### config.mk
export PLATFORM = sky130hd
export DESIGN_NAME = dmem_arbiter
export DESIGN_NICKNAME = d
export VERILOG_FILES = /design/src/rtl/dmem_arbiter.sv
export SDC_FILE = /design/constraint.sdc
export NUM_CORES = 1
export LEC_CHECK = 0
export ABC_CLOCK_PERIOD_IN_PS = 2000
export BUFFER_PORTS_ARGS = -buffer_cell sky130_fd_sc_hd__buf_4
export CORE_AREA = 2 2 120 122
export DETAILED_ROUTE_END_ITERATION = 6
export DIE_AREA = 0 0 122 124
export MAX_ROUTING_LAYER = met4
export SYNTH_ARGS = -nofsm -noshare
export SYNTH_HDL_FRONTEND = slang
export SYNTH_SLANG_ARGS = --single-unit
### constraint.sdc
create_clock -name clk -period 2 [get_ports clk]
set_clock_uncertainty 0.2 [all_clocks]
set_input_delay 0.1 -clock clk [delete_from_list [all_inputs] [get_ports clk]]
set_output_delay 0.1 -clock clk [all_outputs]
set_load 0.05 [all_outputs]
### src/rtl/dmem_arbiter.sv
// dmem_arbiter: shares one data memory between the core LSU (port 0)
// and the debug/loader port (port 1) with round-robin arbitration.
//
// Ports:
//   clk, rst_n          clock, asynchronous active-low reset
//   pN_req_*            valid/ready request (we, addr, wdata, size, unsigned)
//   pN_rsp_*            one-cycle response pulse (valid, rdata, err)
//   mem_*               memory strobes; mem_rdata is a combinational read
module dmem_arbiter #(
    parameter int MEM_DEPTH = 1024,
    parameter int ADDR_W    = 32
) (
    input  logic              clk,
    input  logic              rst_n,
    input  logic              p0_req_valid,
    output logic              p0_req_ready,
    input  logic              p0_req_we,
    input  logic [ADDR_W-1:0] p0_req_addr,
    input  logic [31:0]       p0_req_wdata,
    input  logic [1:0]        p0_req_size,
    input  logic              p0_req_unsigned,
    output logic              p0_rsp_valid,
    output logic [31:0]       p0_rsp_rdata,
    output logic              p0_rsp_err,
    input  logic              p1_req_valid,
    output logic              p1_req_ready,
    input  logic              p1_req_we,
    input  logic [ADDR_W-1:0] p1_req_addr,
    input  logic [31:0]       p1_req_wdata,
    input  logic [1:0]        p1_req_size,
    input  logic              p1_req_unsigned,
    output logic              p1_rsp_valid,
    output logic [31:0]       p1_rsp_rdata,
    output logic              p1_rsp_err,
    output logic [ADDR_W-1:0] mem_addr,
    output logic [31:0]       mem_wdata,
    output logic              mem_read,
    output logic              mem_write,
    output logic [1:0]        mem_size,
    output logic              mem_unsigned,
    input  logic [31:0]       mem_rdata
);

    typedef struct packed {
        logic              we;
        logic [ADDR_W-1:0] addr;
        logic [31:0]       wdata;
        logic [1:0]        size;
        logic              uns;
    } req_t;

    // One extra bit so the limit itself is representable.
    localparam logic [ADDR_W:0] ADDR_LIMIT = (ADDR_W+1)'(4 * MEM_DEPTH);

    logic        rr_ptr;
    logic        gnt0;
    logic        gnt1;
    logic        hs;
    req_t        req;
    logic        err;
    logic        rsp_v;
    logic        rsp_port;
    logic [31:0] rsp_rdata;
    logic        rsp_err;

    // rr_ptr names the port that wins a tie.
    assign gnt1 = p1_req_valid && (!p0_req_valid || rr_ptr);
    assign gnt0 = p0_req_valid && !gnt1;
    assign hs   = gnt0 || gnt1;

    assign p0_req_ready = gnt0;
    assign p1_req_ready = gnt1;

    always_comb begin
        req = '0;
        unique case (1'b1)
            gnt0: req = {p0_req_we, p0_req_addr, p0_req_wdata,
                         p0_req_size, p0_req_unsigned};
            gnt1: req = {p1_req_we, p1_req_addr, p1_req_wdata,
                         p1_req_size, p1_req_unsigned};
            default: req = '0;
        endcase
    end

    always_comb begin
        err = 1'b0;
        unique case (req.size)
            2'b00:   err = 1'b0;
            2'b01:   err = req.addr[0];
            2'b10:   err = |req.addr[1:0];
            default: err = 1'b1;
        endcase
        if ({1'b0, req.addr} >= ADDR_LIMIT) begin
            err = 1'b1;
        end
        if (!hs) begin
            err = 1'b0;
        end
    end

    assign mem_addr     = req.addr;
    assign mem_wdata    = req.wdata;
    assign mem_size     = req.size;
    assign mem_unsigned = req.uns;
    assign mem_read     = hs && !err && !req.we;
    assign mem_write    = hs && !err && req.we;

    always_ff @(posedge clk or negedge rst_n) begin
        if (!rst_n) begin
            rr_ptr    <= 1'b0;
            rsp_v     <= 1'b0;
            rsp_port  <= 1'b0;
            rsp_rdata <= '0;
            rsp_err   <= 1'b0;
        end else begin
            rsp_v     <= hs;
            rsp_port  <= gnt1;
            rsp_err   <= err;
            rsp_rdata <= mem_read ? mem_rdata : 32'h0;
            // Favour the loser next time: after a port-0 grant, port 1 wins.
            if (hs) begin
                rr_ptr <= gnt0;
            end
        end
    end

    assign p0_rsp_valid = rsp_v && !rsp_port;
    assign p1_rsp_valid = rsp_v && rsp_port;
    assign p0_rsp_rdata = p0_rsp_valid ? rsp_rdata : 32'h0;
    assign p1_rsp_rdata = p1_rsp_valid ? rsp_rdata : 32'h0;
    assign p0_rsp_err   = p0_rsp_valid && rsp_err;
    assign p1_rsp_err   = p1_rsp_valid && rsp_err;

endmodule
# ---- Word-level counts from Yosys, hierarchy flattened
# Index checks and enable logic that the tools add are counted.
dict set report totals {
  ff_bits 36
  latch_bits 0
  ramBits 0
  mem_bits_ro 0
  input_bits 172
  out_inout_bits 139
  elab_cells 33
  n_memories 0
}
dict set report classes {
  n_addsub 0
  multipliers 0
  div_mod_pow 0
  n_lt_le_gt_ge 1
  eq_ne 2
  n_shift 0
  mux 7
  n_bitwise 0
  n_reduce_logical 18
}
# cell count
set ops {}
lappend ops {{one-hot mux 68 bit (2 select lines)} 1}
lappend ops {{two-way mux 32 bit} 3}
lappend ops {{greater-or-equal comparator 32 x 13 -> 1 bit, second input constant} 1}
lappend ops {{logical AND 1 bit} 9}
lappend ops {{zero test 1 bit} 5}
lappend ops {{one-hot mux 1 bit (3 select lines)} 1}
lappend ops {{== test 2 x 1 -> 1 bit, second input constant} 1}
lappend ops {{== test 2 bit, second input constant} 1}
lappend ops {{zero test 2 bit} 1}
lappend ops {{logical OR 1 bit} 2}
lappend ops {{two-way mux 1 bit} 2}
lappend ops {{OR reduction 2 bit} 1}

# ---- Longest topological paths before layout
dict set report logic_depth {
  ltp_word 14
  mapped_depth 8
  mapped_depth_nobuf 7
}

# ---- Worst setup path before layout
# Ideal clock, no wire load.
dict set report synth_timing {
  path_kind {register to output}
  from {register rr_ptr}
  to {output port mem_write}
  t_arrival_ns 2.353
  t_required_ns 1.700
  path_slack_ns -0.653
  path_stages_with_launch 8
  path_buffers 0
  path_cell_list {dfrtp_1 > nand2_1 > nand2_2 > inv_2 > a32o_2 > o211ai_2 > nand4_4 > nor3_1}
}
dict set report synth_via {
  elab_chain_cells 12
  elab_cells_between_ends 17
  cone_classes {order compare (1); eq/ne (2); mux (4); reduce/logical (10)}
}
# element line
set synth_lines {}
lappend synth_lines {{from (decl)} 55} ;# logic rr_ptr;
lappend synth_lines {{from (signal assigned)} 122} ;# rr_ptr <= gnt0;
lappend synth_lines {{logical OR 1 bit *} 67} ;# assign gnt1 = p1_req_valid && (!p0_req_valid || rr_ptr);
lappend synth_lines {{logical AND 1 bit *} 67}
lappend synth_lines {{zero test 1 bit} 68} ;# assign gnt0 = p0_req_valid && !gnt1;
lappend synth_lines {{logical AND 1 bit} 68}
lappend synth_lines {{one-hot mux 68 bit (2 select lines) *} 76} ;# unique case (1'b1)
lappend synth_lines {{named net mem_addr[0]} 35} ;# output logic [ADDR_W-1:0] mem_addr,
lappend synth_lines {{parallel branches: the longest is 2 deep, another holds greater-or-equal comparator 32 x 13 -> 1 bit} --}
lappend synth_lines {{two-way mux 1 bit *} 93} ;# if ({1'b0, req.addr} >= ADDR_LIMIT) begin
lappend synth_lines {{two-way mux 1 bit *} 96} ;# if (!hs) begin
lappend synth_lines {{zero test 1 bit *} 106} ;# assign mem_write = hs && !err && req.we;
lappend synth_lines {{logical AND 1 bit * (2 in series)} 106}
lappend synth_lines {{to (decl)} 38} ;# output logic mem_write,
# Mark *: on every way through the listed nets, which the timed path passes.

# ---- Worst setup path after layout
dict set report layout_timing {
  from {register rr_ptr}
  to {output port mem_write}
}
dict set report layout_via {
  elab_chain_cells 12
  elab_cells_between_ends 17
  cone_classes {order compare (1); eq/ne (2); mux (4); reduce/logical (10)}
}
# element line
set layout_lines {}
lappend layout_lines {{logical OR 1 bit *} 67}
lappend layout_lines {{logical AND 1 bit *} 67}
lappend layout_lines {{parallel branches: the longest is 9 deep, another holds greater-or-equal comparator 32 x 13 -> 1 bit} --}
lappend layout_lines {{logical AND 1 bit *} 106}
# Mark *: on every way between the ends.

==> results_dict.tcl <==
set metrics [dict create \
    status "complete, but fails checks" \
    violations "setup timing" \
    core_sq_mm 0.0137 \
    synth.net_count 573 \
    area_growth_pct 121 \
    synth.most_common_cell "nand2_1" \
    dieHeight_um 124 \
    yosysWarningCount 0 \
    fillers 1310 \
    cp_cell_sequence "nand2b_4 > a32o_4 > nor3_4 > nor3_4 > nor3_4 > buf_6" \
    grt_overflow_total 0 \
    hold_path.class "input port to flop" \
    drt_wl_total_um 15100 \
    setup_viol 31 \
    swShare_pct 42.2 \
    crit_buf_inv 1 \
    cts_sinks 36 \
    yosys.area.top_type "dfrtp_1" \
    synth.distinct_cells 31 \
    cellPowerDensity_mw_per_mm2 530 \
    power_leakage_nw 3.48 \
    p_sw_mw 1.46 \
    crit_top_cell "nor3_4" \
    antenna_found_initial 0 \
    wire_per_inst_um 16.3 \
    numCtsBuffers 5 \
    nNetsFinal 921 \
    ys_seq_elements 36 \
    grt_max_degree 48 \
    max_cap_violations 0 \
    arrival_ns 1.91 \
    route.detailed.drc 0 \
    drt_first_pass_iters 4 \
    hpwl_um 11300 \
    cts_tree "done" \
    min_period_over_period_pct 111 \
    drive_gt1_share_pct 53.3 \
    critPathCaptureType "output pin" \
    cp_slowest_stage_delay_ns 0.41 \
    startpoint_type "flop" \
    pin_count 311 \
    synthArstFlopShare_pct 100 \
    worstMarginPinSlew_ns 0.541 \
    avgSynthCellArea_sq_um 7.34 \
    rsz0062_at_grt "true" \
    dr.first_iter.drc_count 204 \
    clk_pin_slew_ns 0.05 \
    syn-instance-count 401 \
    post-place-ws_ns -0.198 \
    synth_top_area_share_pct 30.6 \
    clockRootBuffer "clkbuf_16" \
    drv_slew 0 \
    seq_power_share_pct 22.4 \
    grt_pass1_wl_um 21400 \
    die-area_sq_mm 0.0151 \
    fp.dieW_um 122 \
    ys_seq_area_share_pct 30.6 \
    p_int_mw 2.00 \
    antenna_cells 0 \
    port_buffers 310 \
    row_count 43 \
    power.combinational.fraction_pct 56.2 \
    netlist_area_sq_mm 0.00294 \
    relSlewSlack_pct 63.8 \
    cts_max_level 2 \
    required_ns 1.70 \
    clkLatencyLatePin_ns 0.27 \
    ys.flop_type "dfrtp_1" \
    grt_pass1_vias 4198 \
    max_freq_mhz 452 \
    cp_slowest_cell "dfrtp_1" \
    regArea_sq_um 901 \
    dp_cells 876 \
    num_vias 4303 \
    fin_cells 930 \
    fin_crit_ns 2.21 \
    synthTopCellsByArea "dfrtp_1, nand2_1, nor3_2, nand3_1, and2_1" \
    clkPwrFrac_pct 21.4 \
    grt.total_usage_pct 18.5 \
    setup-tns-final_ns -2.55 \
    critPathTopFamily "simple AND/OR/NAND/NOR gates" \
    postLayoutSetupSlackWorst_ns -0.212 \
    path_class "flop to output pin" \
    place_congestion 0.880 \
    cts_buffer_depth 2 \
    finalHoldViolCount 0 \
    synth_enable_flop_cells 0 \
    cp_max_fo 8 \
    ant_nets 0 \
    via_per_inst 4.63 \
    initial_core_util_pct 21.4 \
    irDropWorstVdd_uv 268 \
    multi_input_area_sq_mm 0.00196 \
    synth_common_cells "nand2_1, nand3_1, dfrtp_1" \
]
## cell usage in the layout (no fill, tap or decap), drive strengths merged
cell type,synthesis,layout
nor4,10,10
clkbuf,29,7
and2,34,34
nand2,131,131
nor3,35,35
a22o,20,20
or2,2,2
dlygate4sd3,0,36
nand2b,1,1
dfrtp,36,36
a32o,1,1
a21oi,2,2
nand3,47,47
and3,34,34
o22ai,1,1
clkinv,0,3
nand4,2,2
o211ai,1,1
nor3b,1,1
o21a,1,1
nor2b,1,1
o21ai,2,2
inv,2,2
buf,8,340
## power groups by stage
stage	Clock, mW	Sequential [mW]	Combinational (mW)
after floorplan	0	0.778	1.01
after global placement	0	0.782	1.67
after detailed placement	0	0.783	1.69
after CTS	0.765	0.771	1.85
after global routing	0.795	0.774	2.04
final	0.740	0.772	1.94
## logic make-up after synthesis
| group | after synthesis | share of synthesized area [%] |
|---|---|---|
| simple gates | 298 | 55.2 |
| flops | 36 | 30.6 |
| buf+inv | 39 | 6.12 |
| compound gates | 28 | 8.04 |
## state kept, by name, indices dropped and copies added (netlist names)
register / cells
rr_ptr: 1
rsp_err: 1
rsp_port: 1
rsp_rdata: 32
rsp_v: 1
## path summary, 6_finish.rpt
check / end / start / slack (ns) / depth (start not counted)
max: mem_write / rr_ptr / -0.21 / 6
min: rsp_rdata[28] / p1_req_we / 0.006 / 4
max reg2reg: rsp_rdata[0] / rr_ptr / -0.11 / 8
min reg2reg: rsp_port / rr_ptr / 0.68 / 4
max in group asynchronous: rsp_rdata[9] / rst_n / 1.14 / 2
min in group asynchronous: rsp_rdata[27] / rst_n / 0.13 / 2
## through the flow
step / hold WS [ns] / utilization, % / instance area (sq um) / total power, mW
detailed placement: -0.113 / 40.5 / 5560 / 2.47
global placement: -0.125 / 40.5 / 5560 / 2.45
global route: 0.0462 / 47.4 / 6510 / 3.61
floorplan: -0.396 / - / 2970 / 1.79
finish: 0.00569 / 47.4 / 6510 / 3.45
CTS: 0.0103 / 45.8 / 6290 / 3.39
## worst min-delay path: cells and delay by family
kind	cells	cell delay, ns
AO/OA/AOI/OAI	1	0.11
buffers and inverters	1	0.09
AND/OR/NAND/NOR	2	0.14
## area by class of cell
type	count	area share, %
inverter	2	0.231
timing repair buffer	378	50.2
sequential	36	13.8
clock inverter	3	0.288
tap	180	3.46
multi-input combinational	326	30.1
clock buffer	5	1.92
## metal layers
| layer | vias to the layer above | part of all wire, % | track usage [%] | wire, um |
|---|---|---|---|---|
| met5 | - | 0 | - | 0 |
| met4 | 0 | 1.4 | 4.31 | 208 |
| met3 | 16 | 7.6 | 2.66 | 1150 |
| met2 | 214 | 52 | 33.6 | 7850 |
| met1 | 2011 | 39 | 21.5 | 5920 |
| li1 | 2062 | - | - | - |
## what timing repair did
action                                 4_1_cts  5_1_grt
endpoints found under the hold margin       70        0
gates cloned                                 3        2
pin swaps                                    5       11
setup endpoints to repair                   85       98
gates resized for setup                     28       50
hold buffers                                36        0
buffers inserted                             5        3
(Power assumes the default switching activity.)
